### config.mk
export PLATFORM = sky130hd
export DESIGN_NAME = pipelined_addsub_flat
export DESIGN_NICKNAME = d
export VERILOG_FILES = /design/src/rtl/alu_pkg.sv /design/src/rtl/pipelined_addsub_if.sv /design/src/rtl/addsub_chunk.sv /design/src/rtl/full_adder.sv /design/src/rtl/pipelined_addsub.sv /design/src/flat_wrapper.sv
export SDC_FILE = /design/constraint.sdc
export NUM_CORES = 1
export LEC_CHECK = 0
export ABC_AREA = 0
export CORE_MARGIN = 2
export CORE_UTILIZATION = 61
export DETAILED_ROUTE_END_ITERATION = 16
export GPL_TIMING_DRIVEN = 1
export PLACE_DENSITY_LB_ADDON = 0.12
export SLEW_MARGIN = 10
export SYNTH_ARGS = -nofsm -noshare
export SYNTH_HDL_FRONTEND = slang
export SYNTH_SLANG_ARGS = --single-unit
### constraint.sdc
create_clock -name clk -period 11 [get_ports clk]
set_input_delay 2.75 -clock clk [delete_from_list [all_inputs] [get_ports clk]]
set_output_delay 2.75 -clock clk [all_outputs]
set_load 0.02 [all_outputs]
### src/rtl/alu_pkg.sv
// Shared ALU definitions: operation encoding and the flag bundle that the
// flag register downstream also uses.
package alu_pkg;

  localparam logic OP_ADD = 1'b0;
  localparam logic OP_SUB = 1'b1;

  typedef struct packed {
    logic cout;
    logic overflow;
    logic zero;
    logic negative;
  } alu_flags_t;

endpackage

### src/rtl/pipelined_addsub_if.sv
// Operand/result handshake bundle for the pipelined adder/subtractor.
// The slave modport is the arithmetic block; the master modport is the datapath side.
interface pipelined_addsub_if #(
  parameter int WIDTH = 32
);
  logic             in_valid;
  logic             in_ready;
  logic [WIDTH-1:0] A;
  logic [WIDTH-1:0] B;
  logic             cin;
  logic             sub;
  logic             out_valid;
  logic             out_ready;
  logic [WIDTH-1:0] result;
  logic             cout;
  logic             overflow;
  logic             zero;
  logic             negative;

  modport master (
    output in_valid, A, B, cin, sub, out_ready,
    input  in_ready, out_valid, result, cout, overflow, zero, negative
  );

  modport slave (
    input  in_valid, A, B, cin, sub, out_ready,
    output in_ready, out_valid, result, cout, overflow, zero, negative
  );
endinterface

### src/rtl/addsub_chunk.sv
// Combinational CHUNK-bit ripple slice. Also exports the carry into its MSB
// so the final slice can form signed overflow.
module addsub_chunk #(
  parameter int CHUNK = 8
) (
  input  logic [CHUNK-1:0] a,
  input  logic [CHUNK-1:0] b,
  input  logic             ci,
  output logic [CHUNK-1:0] sum,
  output logic             co,
  output logic             c_msb,
  output logic             is_zero
);
  logic [CHUNK:0] c;

  assign c[0] = ci;

  for (genvar i = 0; i < CHUNK; i++) begin : g_bit
    full_adder u_fa (
      .a  (a[i]),
      .b  (b[i]),
      .ci (c[i]),
      .s  (sum[i]),
      .co (c[i+1])
    );
  end

  assign co      = c[CHUNK];
  assign c_msb   = c[CHUNK-1];
  assign is_zero = ~|sum;
endmodule

### src/rtl/full_adder.sv
// One-bit full adder cell.
module full_adder (
  input  logic a,
  input  logic b,
  input  logic ci,
  output logic s,
  output logic co
);
  assign s  = a ^ b ^ ci;
  assign co = (a & b) | (ci & (a ^ b));
endmodule

### src/rtl/pipelined_addsub.sv
// Pipelined two's-complement adder/subtractor: an operand register followed by
// STAGES registered carry-chain slices, with a single global stall enable.
module pipelined_addsub
  import alu_pkg::*;
#(
  parameter int WIDTH  = 32,
  parameter int STAGES = 4
) (
  input logic               clk,
  input logic               rst_n,
  pipelined_addsub_if.slave bus
);
  localparam int CHUNK = WIDTH / STAGES;

  // Stage k holds an operation waiting for slice k: operands travel whole,
  // finished low chunks accumulate in sum_q, carry and running zero ride along.
  logic             v_q   [STAGES];
  logic             v_d   [STAGES];
  logic [WIDTH-1:0] a_q   [STAGES];
  logic [WIDTH-1:0] a_d   [STAGES];
  logic [WIDTH-1:0] b_q   [STAGES];
  logic [WIDTH-1:0] b_d   [STAGES];
  logic [WIDTH-1:0] sum_q [STAGES];
  logic [WIDTH-1:0] sum_d [STAGES];
  logic             c_q   [STAGES];
  logic             c_d   [STAGES];
  logic             z_q   [STAGES];
  logic             z_d   [STAGES];

  logic [CHUNK-1:0] ch_sum  [STAGES];
  logic             ch_co   [STAGES];
  logic             ch_cmsb [STAGES];
  logic             ch_z    [STAGES];
  logic [WIDTH-1:0] part    [STAGES];

  logic             out_valid_q, out_valid_d;
  logic [WIDTH-1:0] result_q, result_d;
  alu_flags_t       flags_q, flags_d;
  logic             en;

  assign en           = !out_valid_q || bus.out_ready;
  assign bus.in_ready = en;

  for (genvar k = 0; k < STAGES; k++) begin : g_slice
    addsub_chunk #(.CHUNK(CHUNK)) u_chunk (
      .a       (a_q[k][k*CHUNK +: CHUNK]),
      .b       (b_q[k][k*CHUNK +: CHUNK]),
      .ci      (c_q[k]),
      .sum     (ch_sum[k]),
      .co      (ch_co[k]),
      .c_msb   (ch_cmsb[k]),
      .is_zero (ch_z[k])
    );
  end

  always_comb begin
    for (int k = 0; k < STAGES; k++) begin
      v_d[k]   = v_q[k];
      a_d[k]   = a_q[k];
      b_d[k]   = b_q[k];
      sum_d[k] = sum_q[k];
      c_d[k]   = c_q[k];
      z_d[k]   = z_q[k];
      part[k]  = sum_q[k];
      part[k][k*CHUNK +: CHUNK] = ch_sum[k];
    end
    out_valid_d = out_valid_q;
    result_d    = result_q;
    flags_d     = flags_q;

    if (en) begin
      v_d[0]   = bus.in_valid;
      a_d[0]   = bus.A;
      b_d[0]   = (bus.sub == OP_ADD) ? bus.B : ~bus.B;
      c_d[0]   = bus.cin ^ (bus.sub == OP_SUB);
      sum_d[0] = '0;
      z_d[0]   = 1'b1;
      for (int k = 1; k < STAGES; k++) begin
        v_d[k]   = v_q[k-1];
        a_d[k]   = a_q[k-1];
        b_d[k]   = b_q[k-1];
        sum_d[k] = part[k-1];
        c_d[k]   = ch_co[k-1];
        z_d[k]   = z_q[k-1] & ch_z[k-1];
      end
      // A bubble reaching the output clears result and flags so zero stays low.
      out_valid_d = v_q[STAGES-1];
      result_d    = '0;
      flags_d     = '0;
      if (v_q[STAGES-1]) begin
        result_d         = part[STAGES-1];
        flags_d.cout     = ch_co[STAGES-1];
        flags_d.overflow = ch_co[STAGES-1] ^ ch_cmsb[STAGES-1];
        flags_d.zero     = z_q[STAGES-1] & ch_z[STAGES-1];
        flags_d.negative = part[STAGES-1][WIDTH-1];
      end
    end
  end

  always_ff @(posedge clk or negedge rst_n) begin
    if (!rst_n) begin
      for (int k = 0; k < STAGES; k++) begin
        v_q[k]   <= 1'b0;
        a_q[k]   <= '0;
        b_q[k]   <= '0;
        sum_q[k] <= '0;
        c_q[k]   <= 1'b0;
        z_q[k]   <= 1'b0;
      end
      out_valid_q <= 1'b0;
      result_q    <= '0;
      flags_q     <= '0;
    end else begin
      for (int k = 0; k < STAGES; k++) begin
        v_q[k]   <= v_d[k];
        a_q[k]   <= a_d[k];
        b_q[k]   <= b_d[k];
        sum_q[k] <= sum_d[k];
        c_q[k]   <= c_d[k];
        z_q[k]   <= z_d[k];
      end
      out_valid_q <= out_valid_d;
      result_q    <= result_d;
      flags_q     <= flags_d;
    end
  end

  assign bus.out_valid = out_valid_q;
  assign bus.result    = result_q;
  assign bus.cout      = flags_q.cout;
  assign bus.overflow  = flags_q.overflow;
  assign bus.zero      = flags_q.zero;
  assign bus.negative  = flags_q.negative;
endmodule

### src/flat_wrapper.sv
// flat-port wrapper written by rule: the top's interface ports become plain ports
module pipelined_addsub_flat import alu_pkg::*;
#(
  parameter int WIDTH  = 32,
  parameter int STAGES = 4
)
  (clk, rst_n, bus_in_valid, bus_A, bus_B, bus_cin, bus_sub, bus_out_ready, bus_in_ready, bus_out_valid, bus_result, bus_cout, bus_overflow, bus_zero, bus_negative);
  pipelined_addsub_if #(.WIDTH(WIDTH)) bus_i ();
  input logic clk;
  input logic rst_n;
  input wire logic [$bits(bus_i.in_valid)-1:0] bus_in_valid;
  input wire logic [$bits(bus_i.A)-1:0] bus_A;
  input wire logic [$bits(bus_i.B)-1:0] bus_B;
  input wire logic [$bits(bus_i.cin)-1:0] bus_cin;
  input wire logic [$bits(bus_i.sub)-1:0] bus_sub;
  input wire logic [$bits(bus_i.out_ready)-1:0] bus_out_ready;
  output wire logic [$bits(bus_i.in_ready)-1:0] bus_in_ready;
  output wire logic [$bits(bus_i.out_valid)-1:0] bus_out_valid;
  output wire logic [$bits(bus_i.result)-1:0] bus_result;
  output wire logic [$bits(bus_i.cout)-1:0] bus_cout;
  output wire logic [$bits(bus_i.overflow)-1:0] bus_overflow;
  output wire logic [$bits(bus_i.zero)-1:0] bus_zero;
  output wire logic [$bits(bus_i.negative)-1:0] bus_negative;
  assign bus_i.in_valid = bus_in_valid;
  assign bus_i.A = bus_A;
  assign bus_i.B = bus_B;
  assign bus_i.cin = bus_cin;
  assign bus_i.sub = bus_sub;
  assign bus_i.out_ready = bus_out_ready;
  assign bus_in_ready = bus_i.in_ready;
  assign bus_out_valid = bus_i.out_valid;
  assign bus_result = bus_i.result;
  assign bus_cout = bus_i.cout;
  assign bus_overflow = bus_i.overflow;
  assign bus_zero = bus_i.zero;
  assign bus_negative = bus_i.negative;
  pipelined_addsub #(.WIDTH(WIDTH), .STAGES(STAGES)) u_core (.clk(clk), .rst_n(rst_n), .bus(bus_i));
endmodule
[Word level (Yosys, flattened, before mapping)]
Cells that the tools add are included.
Word-level totals
  logic and storage cells: 209
  memories: 0
  output and inout bits: 38
  ROM bits: 0
  bits in latches: 0
  register bits: 353
  RAM bits: 0
Operators by class
  shift operators: 0
  equal/unequal tests: 0
  bitwise gates (word level): 167
  multiplexer cells: 3
  div/mod/pow operators: 0
  order comparisons: 0
  multiply operators: 0
  reduce and logical (&&, ||, !) cells: 10
  add/subtract/negate cells: 0
Operator list (number)
  $and 1x1->1: 68
  $xor 1x1->1: 66
  $mux 32: 2
  $not 32->32: 1
  $or 1x1->1: 32
  $reduce_or 8->1: 4
  $logic_not 1->1: 5
  $mux 4: 1
  $logic_or 1x1->1: 1

[Depth between registers and ports, before layout]
Gate-level depths: netlist (run 1).
  word-level depth: 20
  mapped depth: 13
  mapped depth without buffers: 13

[Modules after synthesis]
From an unflattened synthesis (run 1), not the netlist that was laid out.
Unflattened totals
  cell total of the unflattened synthesis: 712
  area total of the unflattened synthesis: 11190.7 µm²
By module, submodules not included
  pipelined_addsub: area each 10475.0 µm², sequential area each 6406.1 µm², cells each 668, times used 1
  full_adder: area each 20.0 µm², sequential area each 0.0 µm², cells each 1, times used 32
  addsub_chunk: area each 18.8 µm², sequential area each 0.0 µm², cells each 3, times used 4

[Worst setup path before layout (run 1)]
OpenSTA, ideal clock, no wires.
  path kind: input port to output port
  from: input bus_out_ready
  to: output bus_in_ready
  path buffers: 3
  required time: 8.250 ns
  setup slack: 4.945 ns
  arrival: 3.305 ns
  stages on the path: 5
  cells stage by stage: nor2b_4 > buf_6 > inv_6 > buf_6 > buf_6
On the way
  longest elaborated chain between the ends: 1
RTL lines
  start: declaration: line flat_wrapper.sv:16  | input wire logic [$bits(bus_i.out_ready)-1:0] bus_out_ready;
  $logic_or 1x1->1: line pipelined_addsub.sv:41  | assign en = !out_valid_q || bus.out_ready;
  end: declaration: line flat_wrapper.sv:17  | output wire logic [$bits(bus_i.in_ready)-1:0] bus_in_ready;
Every way passes these cells.

[Worst setup path after layout (run 1)]
Same ends and word-level chain as after synthesis.

==> out/results.txt, run 1 <==
status: finished, final reports clean
Initial Util: 62.67%
Worst VDD drop: 0.2089 mV
via count: 7273
clk sinks: 256
Setup Viol. Count Final: 0
min cycle time layout: 7304 ps
DP HPWL: 12100 µm
Worst Reg-to-Reg Cells: 13
maximum number of pins on one net before global-route repair: 121
post-synthesis register bit count: 256
routed length per placed instance: 13.33 µm
All-Layer GR Usage: 22.51%
Area Overhead vs Synth: 16.70%
clock root cell: clkbuf_16
crit path max fanout: 113
fraction of registers with async set/reset: 100.0%
Post-CTS Resized: 0
worst setup path start: bus_out_ready
register area share after synthesis: 58.90%
reg2reg end: u_core.z_q[1]$_DFFE_PN0P_
Max Slew Vio Count: 0
Most used DFF post-synth: dfrtp_1
Worst Hold Class: flop to flop
Worst Setup Start Kind: input pin
num rows: 48
worst hold path startpoint: u_core.z_q[3]$_DFFE_PN0P_
Hold Path End: u_core.z_q[3]$_DFFE_PN0P_
Core Area: 0.01736 mm²
die width: 137.5 µm
hold buffers post-CTS: 0
GP Congestion: 0.7703
post-route ant nets: 0
TritonCTS Buffers: 26
R2R setup slack: 6530 ps
MaxCap Viol Count: 0
Post-synth EDFFs: 0
Boundary Pins: 108
vias in the first global route: 7154
leakage: 6.348 nW
cells after synthesis: 1131
fmax: 0.1369 GHz
Die Y: 137.5 µm
CTS clk-pin slew, worst paths: 60 ps
clk_lat worst skew: 520 ps
ANT cells: 0
# DRC: 0
Routed WL: 19360 µm
Yosys Warn Count: 0
setup TNS: 0 ps
setup bufs post-CTS: 0
Distinct cells, synth: 30
DP Area: 0.01182 mm²
syn nets: 1233
Syn Area/Cell: 9.617 µm²
first-pass GRT wire length: 34330 µm
Mapped Area: 0.01088 mm²
vias per cell: 5.009
Final Hold Viols: 0
DR iter-0 viols: 562
CTS Buffer Depth: 3
Critical Path AT: 4550 ps
Final period util: 66.40%
WS Path Type: input pin to primary output
TritonCTS clock tree: done
Die Area: 0.01891 mm²
WP data required: 8250 ps
pre-CTS worst setup slack: 3730 ps
Power Dens Cells: 295.1 mW/mm²
RSZ-0062 raised after global routing: false
H-tree depth: 1
total grt overflow: 0
setup ws final: 3696 ps
Worst-Margin Slew: 1053 ps
# port buffers: 107
Finished Cell Area: 0.01269 mm²
nets@finish: 1311
clk_skew: 15.68 ps
Slew headroom: 29.79%
fraction of layout cells with a size suffix above 1: 5.542%
crit path capture type: primary output
worst r2r src: u_core.c_q[2]$_DFFE_PN0P_
hold path depth: 1
initial antenna violation count: 0
drt pass-1 iters: 6
worst max-delay path by stage:
| stage | to | slack, ps |
|---|---|---|
| after global placement | bus_in_ready | 3730 |
| final | bus_in_ready | 3700 |
| after global routing | bus_in_ready | 3640 |
| after floorplan | bus_in_ready | 4940 |
| after detailed placement | bus_in_ready | 3730 |
| after CTS | bus_in_ready | 3730 |
synthesized netlist by cell type, drive strengths merged (3+ instances only):
cell type / n / area share [%]
xnor2: 31 / 2.5
buf: 58 / 4.1
o21ai: 55 / 2.7
xor2: 3 / 0.24
fa: 32 / 5.9
nor2: 9 / 0.31
a21oi: 9 / 0.72
nand3: 30 / 1.4
clkbuf: 7 / 0.24
inv: 34 / 1.2
dfrtp: 256 / 59
nand3b: 6 / 0.41
nand2: 586 / 20
state kept, by name, summed over array words and instances (netlist names):
signal / flops
u_core.bus.out_valid: 1
u_core.bus.cout: 1
u_core.z_q: 4
u_core.part: 48
u_core.a_q: 80
u_core.bus.result: 31
u_core.bus.overflow: 1
u_core.bus.zero: 1
u_core.b_q: 80
u_core.c_q: 4
u_core.bus.negative: 1
u_core.v_q: 4
cell type report:
type	count	area, µm²
clock buffers	38	757.0
clock inverters	8	115.1
fillers	1330	4663
inverters	34	135.1
multi-input cells	776	3867
flip-flops and latches	256	6406
well taps	225	281.5
repair buffers	115	1131
cell families after synthesis:
kind of cell / Yosys count / synth area share (%)
AO/OA/AOI/OAI: 66 / 3.670
flip-flops: 256 / 58.90
buffers and inverters: 99 / 5.545
adder cells (fa/ha/maj): 32 / 5.890
AND/OR/NAND/NOR: 644 / 23.26
XOR/XNOR: 34 / 2.738
per-layer routing:
metal  vias to the layer above  GRT usage [%]  part of all wire, %
li1                       3634              -                    -
met1                      3479          35.02                   49
met2                       139          34.49                   46
met3                        21          2.759                  4.1
met4                         0          5.155                  1.4
met5                         -              0                    0
power by group:
part | internal, W | switching [W]
Clock | 0.000544 | 0.000347
Combinational | 0.000528 | 0.000773
Sequential | 0.00134 | 0.000215
Total | 0.00241 | 0.00133
per-stage QoR:
step	std cells	hold WS, ps	total power (W)	utilization (%)
floorplan	1131	425.5	0.002485	-
global placement	1406	440.9	0.002819	68.11
detailed placement	1406	445.8	0.002876	68.11
CTS	1452	465.1	0.003783	73.13
global route	1452	480.6	0.004055	73.13
finish	1452	459.9	0.003746	73.13
worst max-delay path: stages:
cell             delay, ps
clkdlybuf4s50_1        500
nor2b_4                 70
inv_8                  370
clkdlybuf4s50_1        730
placed cells by master, fill, tap and decap left out:
| cell type | count |
|---|---|
| a21oi_2 | 9 |
| a32o_1 | 1 |
| and3_1 | 1 |
| and4b_1 | 1 |
| buf_2 | 1 |
| buf_4 | 8 |
| buf_8 | 1 |
| bufinv_16 | 3 |
| clkbuf_1 | 7 |
| clkbuf_16 | 27 |
| clkbuf_8 | 4 |
| clkdlybuf4s50_1 | 105 |
| clkinv_2 | 5 |
| dfrtp_1 | 256 |
| fa_1 | 32 |
| inv_1 | 33 |
| inv_8 | 1 |
| nand2_1 | 586 |
| nand2b_1 | 2 |
| nand3_1 | 29 |
| nand3_2 | 1 |
| nand3b_1 | 6 |
| nand4_1 | 2 |
| nor2_1 | 9 |
| nor2b_4 | 1 |
| nor3_1 | 2 |
| nor4_1 | 2 |
| nor4b_1 | 1 |
| nor4bb_1 | 1 |
| o21ai_0 | 49 |
| o21ai_2 | 6 |
| o31ai_2 | 1 |
| xnor2_1 | 31 |
| xor2_1 | 3 |
No activity file was read; power rests on OpenSTA's default activity.
==> run 2, diff against run 1 <==
--- a/config.mk
+++ b/config.mk
@@ -7,7 +7,7 @@
 export LEC_CHECK = 0
 export ABC_AREA = 0
 export CORE_MARGIN = 2
-export CORE_UTILIZATION = 61
+export CORE_UTILIZATION = 51
 export DETAILED_ROUTE_END_ITERATION = 16
 export GPL_TIMING_DRIVEN = 1
 export PLACE_DENSITY_LB_ADDON = 0.12
==> constraint.sdc (replaced) <==
create_clock -name clk -period 6.6 [get_ports clk]
set_input_delay 1.65 -clock clk [delete_from_list [all_inputs] [get_ports clk]]
set_output_delay 1.65 -clock clk [all_outputs]
set_load 0.02 [all_outputs]
==> run 2 against run 1 <==
Effect of this change: cell count up 3.4%; utilization down 12 points; count of clock-buffer cells in the layout up 2; flip-flop and latch count unchanged; register-to-register slack worse by 4300 ps; wire length up 0.17%; combinational power up 64%; cell area up 0.57%; die area up 19%; non-clock buffer count down 1; first-iteration DRC count down 15%; critical endpoint unchanged.
==> out/results.txt, run 2 (synthesis results as in run 1) <==
via count: 7134
CTS Buffer Depth: 3
WP data required: 4950 ps
status: finished, final reports clean
hold path depth: 2
Worst-Margin Slew: 1075 ps
Worst Reg-to-Reg Cells: 13
maximum number of pins on one net before global-route repair: 145
Boundary Pins: 108
Worst VDD drop: 0.2050 mV
power consumption: 0.006218 W
RSZ-0062 raised after global routing: false
hold buffers post-CTS: 0
most frequent cells in the layout: nand2_1, dfrtp_1, clkdlybuf4s50_1, o21ai_0, inv_1
first-pass GRT wire length: 33440 µm
cell count along the critical path: 4
min cycle time layout: 4821 ps
Initial Util: 51.90%
reg2reg end: u_core.z_q[1]$_DFFE_PN0P_
H-tree depth: 1
Core Area: 0.02096 mm²
# port buffers: 107
post-route ant nets: 0
Routed WL: 19390 µm
setup bufs post-CTS: 0
crit path max fanout: 56
Most Used Layer, Global Route: met1
All-Layer GR Usage: 18.22%
met3 usage: 2.805%
Max Slew Vio Count: 0
WS Path Type: input pin to primary output
TritonCTS clock tree: done
setup TNS: 0 ps
MaxCap Viol Count: 0
clk_skew: 10.16 ps
worst hold path startpoint: u_core.bus.result[6]$_DFFE_PN0P_
met1 Use GR: 29.75%
Critical-path top delay cell: clkdlybuf4s50_1
M2 GR Usage: 25.59%
clk sinks: 256
Crit path max-delay family: buffers and inverters
die width: 150.0 µm
CTS clk-pin slew, worst paths: 60 ps
GP Congestion: 0.7621
crit-path cells: clkdlybuf4s50_1 -> nor2b_4 -> inv_8 -> clkdlybuf4s50_1
drt pass-1 iters: 4
initial antenna violation count: 0
Setup Viol. Count Final: 0
nets@finish: 1310
Worst Setup Start Kind: input pin
sequential cell area: 0.006406 mm²
fraction of layout cells with a size suffix above 1: 5.379%
Most common cell on crit path: clkdlybuf4s50_1
Final period util: 73.04%
Area Overhead vs Synth: 17.37%
worst r2r src: u_core.c_q[2]$_DFFE_PN0P_
routed length per placed instance: 12.91 µm
Hold Path End: u_core.bus.result[6]$_DFFE_PN0P_
Worst Hold Class: flop to flop
num rows: 53
vias per cell: 4.750
TritonCTS Buffers: 26
ANT cells: 0
DP HPWL: 12010 µm
# DRC: 0
leakage: 6.342 nW
R2R setup slack: 2200 ps
Die Area: 0.02251 mm²
Slew headroom: 28.35%
Critical Path AT: 3170 ps
Die Y: 150.0 µm
fmax: 0.2074 GHz
commonest non-fill, non-tap cell in the layout: nand2_1
clock root cell: clkbuf_16
clk_lat worst skew: 520 ps
DR iter-0 viols: 478
Layout fillers: 1900
crit path capture type: primary output
total grt overflow: 0
Post-CTS Resized: 0
Final Hold Viols: 0
Power Dens Cells: 487.1 mW/mm²
CP bufs+invs: 3
Multi-input gate area: 0.003867 mm²
CP max stage delay: 680 ps
vias in the first global route: 6731
-- run 2: worst max path at each step --
stage | from | slack (ps) | to
finish | bus_out_ready | 1780 | bus_in_ready
global route | bus_out_ready | 1730 | bus_in_ready
CTS | bus_out_ready | 1770 | bus_in_ready
detailed placement | bus_out_ready | 1780 | bus_in_ready
global placement | bus_out_ready | 1770 | bus_in_ready
floorplan | u_core.c_q[2]$_DFFE_PN0P_ | 2310 | u_core.z_q[1]$_DFFE_PN0P_
-- run 2: stage by stage --
step | hold WS, ps | std cells | cell area (µm²) | utilization (%) | worst slack [ps]
2_1_floorplan | 425.5 | 1131 | 10880 | - | 2310
3_3_place_gp | 447.0 | 1455 | 11890 | 56.74 | 1771
3_5_place_dp | 448.1 | 1455 | 11890 | 56.74 | 1778
4_1_cts | 466.5 | 1502 | 12770 | 60.92 | 1766
5_1_grt | 478.8 | 1502 | 12770 | 60.92 | 1727
6_report | 461.9 | 1502 | 12770 | 60.92 | 1779
-- run 2: where the power goes --
part           leakage (nW)  total [W]  switching, W  internal [W]
Combinational          2.77    0.00213       0.00125      0.000877
Sequential             3.15    0.00260      0.000363       0.00223
Clock                 0.426    0.00149      0.000583      0.000911
-- run 2: final cells by class --
class / count / share of cell area, %
inverter: 34 / 1.059
sequential: 256 / 50.18
tap: 275 / 2.695
clock buffer: 40 / 5.988
clock inverter: 7 / 0.8821
multi-input combinational: 776 / 30.30
timing repair buffer: 114 / 8.899
-- run 2: tightest hold or removal path: cells and delay by family, from the launching register on --
kind | cells | cell delay (ps)
flip-flops | 1 | 340
AND/OR/NAND/NOR | 2 | 90
-- run 2: metal layers --
layer / routed length (µm) / vias up
met5: 0 / -
met4: 329 / 0
met3: 847 / 27
met2: 8108 / 129
met1: 10100 / 3354
li1: - / 3624
